--- config.mk ---
export PLATFORM = sky130hd
export DESIGN_NAME = tab_hash_sequencer_flat
export DESIGN_NICKNAME = d
export VERILOG_FILES = /design/src/rtl/tab_hash_pkg.sv /design/src/rtl/tab_hash_sequencer_if.sv /design/src/rtl/tab_hash_sequencer.sv /design/src/flat_wrapper.sv
export SDC_FILE = /design/constraint.sdc
export NUM_CORES = 1
export LEC_CHECK = 0
export ABC_AREA = 1
export CORE_MARGIN = 2
export CORE_UTILIZATION = 55
export CTS_CLUSTER_SIZE = 20
export DETAILED_ROUTE_END_ITERATION = 12
export PLACE_DENSITY_LB_ADDON = 0.1
export SYNTH_ARGS = -nofsm -noshare
export SYNTH_HDL_FRONTEND = slang
export SYNTH_SLANG_ARGS = --single-unit
export TNS_END_PERCENT = 5
--- constraint.sdc ---
create_clock -name clk -period 2 [get_ports clk]
set_input_delay 0.4 -clock clk [delete_from_list [all_inputs] [get_ports clk]]
set_output_delay 0.4 -clock clk [all_outputs]
set_load 0.03 [all_outputs]
--- src/rtl/tab_hash_pkg.sv ---
// Shared types and sizing for the tabulation-hash sequencer and its table bank.
// Widths live here so the sequencer, bus interface and bank always agree.
package tab_hash_pkg;

  localparam int KEY_BITS   = 32;
  localparam int CHUNK_BITS = 8;
  localparam int DBITS      = 32;

  function automatic int nchunk_of(int key_bits, int chunk_bits);
    return key_bits / chunk_bits;
  endfunction

  localparam int NCHUNK   = nchunk_of(KEY_BITS, CHUNK_BITS);
  localparam int SEL_BITS = (NCHUNK > 1) ? $clog2(NCHUNK) : 1;
  localparam int NLOC     = 1 << CHUNK_BITS;

  typedef logic [KEY_BITS-1:0]   key_t;
  typedef logic [CHUNK_BITS-1:0] chunk_t;
  typedef logic [SEL_BITS-1:0]   sel_t;
  typedef logic [DBITS-1:0]      data_t;

  typedef enum logic [1:0] {IDLE, LOOKUP, DONE} state_e;

  // Chunk 0 is the least-significant CHUNK_BITS of the key.
  function automatic chunk_t key_chunk(key_t k, sel_t i);
    return k[int'(i)*CHUNK_BITS +: CHUNK_BITS];
  endfunction

endpackage

--- src/rtl/tab_hash_sequencer_if.sv ---
// Key-in / hash-out handshakes plus the table-bank read port of the sequencer.
interface tab_hash_sequencer_if;
  import tab_hash_pkg::*;

  logic   in_valid;
  logic   in_ready;
  key_t   in_key;
  sel_t   tbl_sel;
  chunk_t tbl_addr;
  data_t  tbl_data;
  logic   out_valid;
  logic   out_ready;
  data_t  out_hash;
  logic   busy;

  // Environment side: key producer, hash consumer and table bank.
  modport master (
    output in_valid, in_key, out_ready, tbl_data,
    input  in_ready, tbl_sel, tbl_addr, out_valid, out_hash, busy
  );

  // Sequencer side.
  modport slave (
    input  in_valid, in_key, out_ready, tbl_data,
    output in_ready, tbl_sel, tbl_addr, out_valid, out_hash, busy
  );

endinterface

--- src/rtl/tab_hash_sequencer.sv ---
// Serial tabulation-hash controller: one table lookup per cycle, XOR-accumulated,
// result held on a valid/ready output until consumed.
module tab_hash_sequencer
  import tab_hash_pkg::*;
(
  input  logic                 clk,
  input  logic                 rst_n,
  tab_hash_sequencer_if.slave  bus
);

  state_e state;
  sel_t   idx;
  key_t   key_q;
  data_t  acc;
  data_t  out_hash_q;

  logic accept;
  assign accept = bus.in_valid && bus.in_ready;

  // A finished hash consumed this cycle frees the slot for a new key in the same edge.
  assign bus.in_ready  = (state == IDLE) || (state == DONE && bus.out_ready);
  assign bus.out_valid = (state == DONE);
  assign bus.busy      = (state == LOOKUP);
  assign bus.out_hash  = out_hash_q;
  assign bus.tbl_sel   = (state == LOOKUP) ? idx : '0;
  assign bus.tbl_addr  = (state == LOOKUP) ? key_chunk(key_q, idx) : '0;

  always_ff @(posedge clk or negedge rst_n) begin
    if (!rst_n) begin
      state      <= IDLE;
      idx        <= '0;
      key_q      <= '0;
      acc        <= '0;
      out_hash_q <= '0;
    end else begin
      case (state)
        IDLE: begin
          if (accept) begin
            key_q <= bus.in_key;
            acc   <= '0;
            idx   <= '0;
            state <= LOOKUP;
          end
        end
        LOOKUP: begin
          acc <= acc ^ bus.tbl_data;
          idx <= idx + 1'b1;
          if (idx == sel_t'(NCHUNK-1)) begin
            out_hash_q <= acc ^ bus.tbl_data;
            idx        <= '0;
            state      <= DONE;
          end
        end
        DONE: begin
          if (accept) begin
            key_q <= bus.in_key;
            acc   <= '0;
            idx   <= '0;
            state <= LOOKUP;
          end else if (bus.out_ready) begin
            state <= IDLE;
          end
        end
        default: state <= IDLE;
      endcase
    end
  end

endmodule
--- src/flat_wrapper.sv ---
// flat-port wrapper written by rule: the top's interface ports become plain ports
module tab_hash_sequencer_flat import tab_hash_pkg::*;
  (clk, rst_n, bus_in_valid, bus_in_key, bus_out_ready, bus_tbl_data, bus_in_ready, bus_tbl_sel, bus_tbl_addr, bus_out_valid, bus_out_hash, bus_busy);
  tab_hash_sequencer_if bus_i ();
  input  logic clk;
  input  logic rst_n;
  input wire logic [$bits(bus_i.in_valid)-1:0] bus_in_valid;
  input wire logic [$bits(bus_i.in_key)-1:0] bus_in_key;
  input wire logic [$bits(bus_i.out_ready)-1:0] bus_out_ready;
  input wire logic [$bits(bus_i.tbl_data)-1:0] bus_tbl_data;
  output wire logic [$bits(bus_i.in_ready)-1:0] bus_in_ready;
  output wire logic [$bits(bus_i.tbl_sel)-1:0] bus_tbl_sel;
  output wire logic [$bits(bus_i.tbl_addr)-1:0] bus_tbl_addr;
  output wire logic [$bits(bus_i.out_valid)-1:0] bus_out_valid;
  output wire logic [$bits(bus_i.out_hash)-1:0] bus_out_hash;
  output wire logic [$bits(bus_i.busy)-1:0] bus_busy;
  assign bus_i.in_valid = bus_in_valid;
  assign bus_i.in_key = bus_in_key;
  assign bus_i.out_ready = bus_out_ready;
  assign bus_i.tbl_data = bus_tbl_data;
  assign bus_in_ready = bus_i.in_ready;
  assign bus_tbl_sel = bus_i.tbl_sel;
  assign bus_tbl_addr = bus_i.tbl_addr;
  assign bus_out_valid = bus_i.out_valid;
  assign bus_out_hash = bus_i.out_hash;
  assign bus_busy = bus_i.busy;
  tab_hash_sequencer u_core (.clk(clk), .rst_n(rst_n), .bus(bus_i));
endmodule
==> results.json, run 1 <==
{
  "synth_edf_count": 0,
  "synthArstFlopShare": 1.00,
  "cpMaxStageDelayCell": "dfrtp_1",
  "drc": 0,
  "grt_util_all_layers": 0.249,
  "grt_pass1_wl_um": 19900,
  "grt.overflow.total": 0,
  "period_needed_ps": 1980,
  "die_h_um": 99.7,
  "drv_cap": 0,
  "ys_seq_area_frac": 0.497,
  "synth-main-ff-cell": "dfrtp_1",
  "cts_buffers": 9,
  "setup_violations": 0,
  "coreArea_sq_um": 8810,
  "viasPerCell": 5.03,
  "area_growth_syn_to_layout_pct": 27.6,
  "io_buffers": 112,
  "fin_setup_tns_ps": 0,
  "power_leakage_uw": 0.00354,
  "antenna_found_initial": 0,
  "cts-root-buf": "clkbuf_8",
  "cp.required_ps": 1600,
  "fin_crit_sh": 0.991,
  "crit_type": "reg2out",
  "start_util": 0.572,
  "r2r_cells": 8,
  "ant_nets": 0,
  "pin_count": 113,
  "h-tree-depth": 3,
  "rows": 34,
  "synthCells": 698,
  "worst_slew_pin_slew_ps": 399,
  "insertion_delay_ps": 370,
  "cp.depth": 6,
  "p_per_area_nw_per_um2": 1620,
  "path_buf_inv": 3,
  "yosysTopAreaCellShare": 0.497,
  "grt_max_degree": 61,
  "dr.pass1.iters": 5,
  "synth_top_area_cell": "dfrtp_1",
  "vias": 4639,
  "ys_warn_count": 0,
  "synth_most_common_cell": "nand2_1",
  "first_iter_violations": 259,
  "ys_types": 21,
  "fin_nets": 878,
  "totalWireLength_um": 11900,
  "critPathLaunchType": "flop",
  "regToRegSetupSlack_ps": 260,
  "cp_top_family": "buffers and inverters",
  "cts_tree": "done",
  "cp.arrival_ps": 1580,
  "cts.clk_slew.worst_paths_ps": 100,
  "skew_ps": 15.2,
  "vdd_drop_max_mv": 0.819,
  "layout-drive-gt1-share": 0.0786,
  "synth_area_leaders": "dfrtp_1 50%, nand2_1 22%, nand3_1 8.1%",
  "startpoint": "u_core.idx[0]$_DFFE_PN0P_",
  "cts_buffer_depth": 2,
  "finalPower_uw": 10400,
  "r2r-start": "u_core.state[0]$_DFFE_PN0P_",
  "crit_path_end_kind": "output pin",
  "cts.sink_count": 100,
  "die_area_sq_um": 9940,
  "critPathCapture": "bus_tbl_addr[3]",
  "status": "completed",
  "max_stage_delay_ps": 380,
  "gp_congestion": 0.920,
  "num_antenna_cells": 0,
  "min_path_type": "in2async",
  "fill_cells": 718,
  "utilization": 0.730,
  "postCtsSetupRepairBufs": 0,
  "max_freq_ghz": 0.504,
  "slew_violations": 0,
  "timing.rr.end": "u_core.acc[23]$_DFFE_PN0P_",
  "wl_per_cell_um": 12.9,
  "pre_cts_slack_ps": 0.659,
  "synthTopCellsByCount": "295 x nand2_1, 100 x dfrtp_1, 99 x inv_1",
  "crit_chain": "clkinv_1 > buf_4 > nand2_1 > nand3_1 > a21oi_1 > clkdlybuf4s15_2",
  "path_max_fanout": 12,
  "rsz0062_at_grt": "true",
  "synth_area_sq_um": 5040,
  "synth.avg_cell_area_sq_um": 7.22,
  "maxSlewHeadroom": 0.734,
  "hold_viol_final": 0,
  "synth_seq_cells": 100,
  "die_width_um": 99.7,
  "layout_setup_ws_ps": 17.5,
  "dpl.hpwl_um": 8550,
  "grt_pass1_vias": 4440,
  "syn_nets": 767
}
==> repair_timing <==
action	CTS	global route
gates resized for setup	30	18
setup endpoints to repair	10	9
hold buffers	1	0
endpoints found under the hold margin	24	0
==> where the power goes <==
part           switching [uW]  total (uW)  internal [uW]
sequential                596        3600           3000
clock                     735        1230            497
combinational            3520        5610           2090
==> kinds of logic (layout without fill, tap and decap cells) <==
logic type               Yosys count  in the layout  share of synthesized area
flip-flops                       100            100                      0.497
AO/OA/AOI/OAI                     43             43                     0.0472
adder cells (fa/ha/maj)            1              1                    0.00248
buffers and inverters            138            254                      0.120
AND/OR/NAND/NOR                  416            416                      0.334
==> routing by layer <==
metal,up-vias,global-route usage,wire (um)
met5,-,0,0
met4,0,0.0780,169
met3,17,0.0443,651
met2,150,0.404,5710
met1,2142,0.343,5330
li1,2330,-,-
==> layout make-up <==
| type | count | area [sq um] | area share |
|---|---|---|---|
| inverter | 103 | 387 | 0.0602 |
| multi-input combinational | 460 | 1940 | 0.302 |
| clock inverter | 6 | 48.8 | 0.00759 |
| sequential | 100 | 2500 | 0.389 |
| tap | 108 | 135 | 0.0210 |
| clock buffer | 10 | 138 | 0.0214 |
| timing repair buffer | 135 | 1280 | 0.199 |
==> metrics by stage <==
step	std cells	instance area (sq um)	hold slack (ps)
2_1_floorplan	698	5040	104
3_3_place_gp	905	6260	338
3_5_place_dp	905	6260	344
4_1_cts	922	6450	493
5_1_grt	922	6430	504
6_report	922	6430	475
==> worst min path at each step <==
stage	start	end	slack, ps
global placement	rst_n	u_core.bus.out_hash[4]$_DFFE_PN0P_	340
global route	u_core.key_q[13]$_DFFE_PN0P_	u_core.key_q[13]$_DFFE_PN0P_	500
finish	rst_n	u_core.bus.out_hash[4]$_DFFE_PN0P_	470
detailed placement	rst_n	u_core.bus.out_hash[4]$_DFFE_PN0P_	340
CTS	rst_n	u_core.bus.out_hash[4]$_DFFE_PN0P_	490
floorplan	rst_n	u_core.acc[0]$_DFFE_PN0P_	100
==> state kept, by name, indices dropped and copies added (netlist names) <==
register / cells
u_core.acc: 32
u_core.bus.out_hash: 32
u_core.idx: 2
u_core.key_q: 32
u_core.state: 2
==> layout by cell type (no fill, tap or decap), types with 2 or more instances in the layout <==
master / synthesis / routed
inv_1: 99 / 99
buf_2: 10 / 4
clkinvlp_4: 0 / 2
clkinv_1: 2 / 2
nand3_1: 82 / 82
clkinv_4: 0 / 2
nand2_2: 1 / 2
dfrtp_1: 100 / 100
clkbuf_8: 0 / 10
buf_4: 7 / 27
o21ai_0: 12 / 12
o21ai_2: 6 / 6
nor2_1: 35 / 35
inv_2: 2 / 2
o21ai_1: 16 / 16
buf_12: 0 / 2
a21oi_1: 9 / 8
nand2_1: 295 / 294
clkdlybuf4s50_1: 0 / 98
Note: power is estimated with default switching activity, not from simulation.
==> run 2, diff against run 1 <==
--- a/config.mk
+++ b/config.mk
@@ -7,7 +7,7 @@
 export LEC_CHECK = 0
 export ABC_AREA = 1
 export CORE_MARGIN = 2
-export CORE_UTILIZATION = 55
+export CORE_UTILIZATION = 46
 export CTS_CLUSTER_SIZE = 20
 export DETAILED_ROUTE_END_ITERATION = 12
 export PLACE_DENSITY_LB_ADDON = 0.1
==> constraint.sdc (replaced) <==
create_clock -name clk -period 1.62 [get_ports clk]
set_input_delay 0.324 -clock clk [delete_from_list [all_inputs] [get_ports clk]]
set_output_delay 0.324 -clock clk [all_outputs]
set_load 0.03 [all_outputs]
==> run 2 against run 1 <==
The run now ends with negative setup slack left. Clock skew decreased by 2.4 ps. Sequential share of layout area decreased by 1.3 points. Critical path depth decreased by 1. Die area up 19%. Combinational power is 26% higher. Global-route usage fell by 3.2 points. Total power grew 27%. Routed wire length increased by 0.18%.
==> results.json, run 2 (synthesis results as in run 1) <==
{
  "power_leakage_uw": 0.00367,
  "rows": 38,
  "gp_congestion": 0.841,
  "startpoint": "u_core.idx[0]$_DFFE_PN0P_",
  "pwr-share-comb": 0.533,
  "path_common_cell": "buf_6",
  "utilization": 0.620,
  "insertion_delay_ps": 370,
  "rsz0062_at_grt": "true",
  "final_cell_mix": "294 x nand2_1, 99 x inv_1, 97 x dfrtp_1",
  "ant_nets": 0,
  "max_stage_delay_ps": 460,
  "r2r_cells": 6,
  "drv_cap": 0,
  "grt_util_all_layers": 0.216,
  "path_max_fanout": 14,
  "dpl.hpwl_um": 8310,
  "p_per_area_nw_per_um2": 1990,
  "num_antenna_cells": 0,
  "skew_ps": 12.8,
  "switching_share": 0.455,
  "crit_type": "reg2out",
  "wl_per_cell_um": 12.4,
  "final_common_cell": "nand2_1",
  "die_h_um": 109,
  "cts_buffers": 9,
  "start_util": 0.469,
  "die_width_um": 109,
  "die_area_sq_um": 11800,
  "antenna_found_initial": 0,
  "viasPerCell": 4.68,
  "grt_max_degree": 36,
  "cts.sink_count": 100,
  "post_dp_cell_area_sq_um": 6340,
  "vdd_drop_max_mv": 1.07,
  "cp_top_family": "flip-flops",
  "pin_count": 113,
  "layout-drive-gt1-share": 0.0994,
  "h-tree-depth": 3,
  "seqPwrFrac": 0.335,
  "critPathCapture": "bus_tbl_addr[0]",
  "grt.overflow.total": 0,
  "power_switching_uw": 6050,
  "dr.pass1.iters": 4,
  "crit_path_end_kind": "output pin",
  "cp.arrival_ps": 1520,
  "critPathLaunchType": "flop",
  "fin_nets": 879,
  "drc": 0,
  "timing.rr.end": "u_core.bus.out_hash[9]$_DFFE_PN0P_",
  "failed_checks": "negative setup slack",
  "hold_viol_final": 0,
  "final_cell_area_sq_um": 6660,
  "clkPwrFrac": 0.132,
  "grt_pass1_wl_um": 20200,
  "first_iter_violations": 271,
  "status": "finished, violations left",
  "maxSlewHeadroom": 0.692,
  "cp.required_ps": 1300,
  "r2r-start": "u_core.idx[0]$_DFFE_PN0P_",
  "p_int_uw": 7230,
  "vias": 4474,
  "coreArea_sq_um": 10700,
  "layout_setup_ws_ps": -222,
  "grt_pass1_vias": 4355,
  "totalWireLength_um": 11900,
  "cts_tree": "done",
  "period_needed_ps": 1840,
  "slew_violations": 0,
  "regToRegSetupSlack_ps": 180,
  "cts-root-buf": "clkbuf_8",
  "cp.depth": 5,
  "fin_crit_sh": 1.14,
  "cts.clk_slew.worst_paths_ps": 90,
  "cpMaxStageDelayCell": "dfrtp_2",
  "setup_violations": 10,
  "max_freq_ghz": 0.543,
  "worst_slew_pin_slew_ps": 462,
  "io_buffers": 112,
  "crit_chain": "buf_6 > nand2_1 > nand3_2 > a21oi_4 > buf_6",
  "cts_buffer_depth": 2,
  "min_path_type": "in2async",
  "area_growth_syn_to_layout_pct": 32.3,
  "path_buf_inv": 2
}
==> run 2: worst min-delay path by stage <==
| stage | cells after the start | endpoint | slack [ps] | from |
|---|---|---|---|---|
| final | 2 | u_core.bus.out_hash[7]$_DFFE_PN0P_ | 440 | rst_n |
| after global routing | 2 | u_core.bus.out_hash[7]$_DFFE_PN0P_ | 480 | rst_n |
| after floorplan | 0 | u_core.acc[0]$_DFFE_PN0P_ | 30 | rst_n |
| after CTS | 2 | u_core.bus.out_hash[7]$_DFFE_PN0P_ | 450 | rst_n |
| after global placement | 1 | u_core.bus.out_hash[7]$_DFFE_PN0P_ | 310 | rst_n |
| after detailed placement | 1 | u_core.bus.out_hash[7]$_DFFE_PN0P_ | 310 | rst_n |
==> run 2: routing by layer <==
metal,global-route usage,share of wire,up-vias
met4,0.0733,0.016,0
met3,0.0293,0.042,14
met5,0,0,-
met2,0.360,0.48,100
li1,-,-,2326
met1,0.292,0.46,2034
==> run 2: power by group through the flow <==
stage	Sequential (uW)	Combinational [uW]	Clock (uW)
floorplan	5150	3890	0
global placement	4470	6840	0
detailed placement	4510	6980	0
CTS	4440	6930	1790
global route	4610	7930	1900
finish	4450	7080	1750
==> run 2: worst reg2reg max path, delay by kind of cell (launching register included) <==
| kind | cells | cell delay, ps |
|---|---|---|
| buf+inv | 2 | 360 |
| fa+ha+maj | 1 | 240 |
| compound gates | 1 | 70 |
| simple gates | 2 | 240 |
| flops | 1 | 460 |
==> run 2: stage by stage <==
step	setup TNS (ps)	std cells	hold slack [ps]	total power [uW]	worst slack (ps)
floorplan	-1660	698	28.4	9040	-182
global placement	-11.4	935	306	11300	-11.4
detailed placement	-43.8	935	308	11500	-43.8
CTS	-1970	955	448	13200	-240
global route	-2480	955	479	14400	-298
finish	-1740	955	436	13300	-222
==> run 2: layout make-up <==
class | instances | area (sq um)
fillers | 1023 | 4080
clock buffers | 9 | 124
clock inverters | 7 | 91.3
inverters | 103 | 395
flip-flops and latches | 100 | 2510
repair buffers | 136 | 1380
well taps | 140 | 175
multi-input cells | 460 | 1990
==> run 2: repair_timing <==
action	in CTS	in global routing
hold buffers	1	0
pin swaps	2	1
endpoints found under the setup margin	42	12
buffers inserted	3	0
hold endpoints to repair	30	0
resized for setup	49	16
==> run 3, diff against run 2 <==
--- a/config.mk
+++ b/config.mk
@@ -8,6 +8,7 @@
 export ABC_AREA = 1
 export CORE_MARGIN = 2
 export CORE_UTILIZATION = 46
+export CTS_CLUSTER_DIAMETER = 150
 export CTS_CLUSTER_SIZE = 20
 export DETAILED_ROUTE_END_ITERATION = 12
 export PLACE_DENSITY_LB_ADDON = 0.1
==> results of run 3 <==
Same layout as run 2: the final DEF is identical, and so are final timing and power.
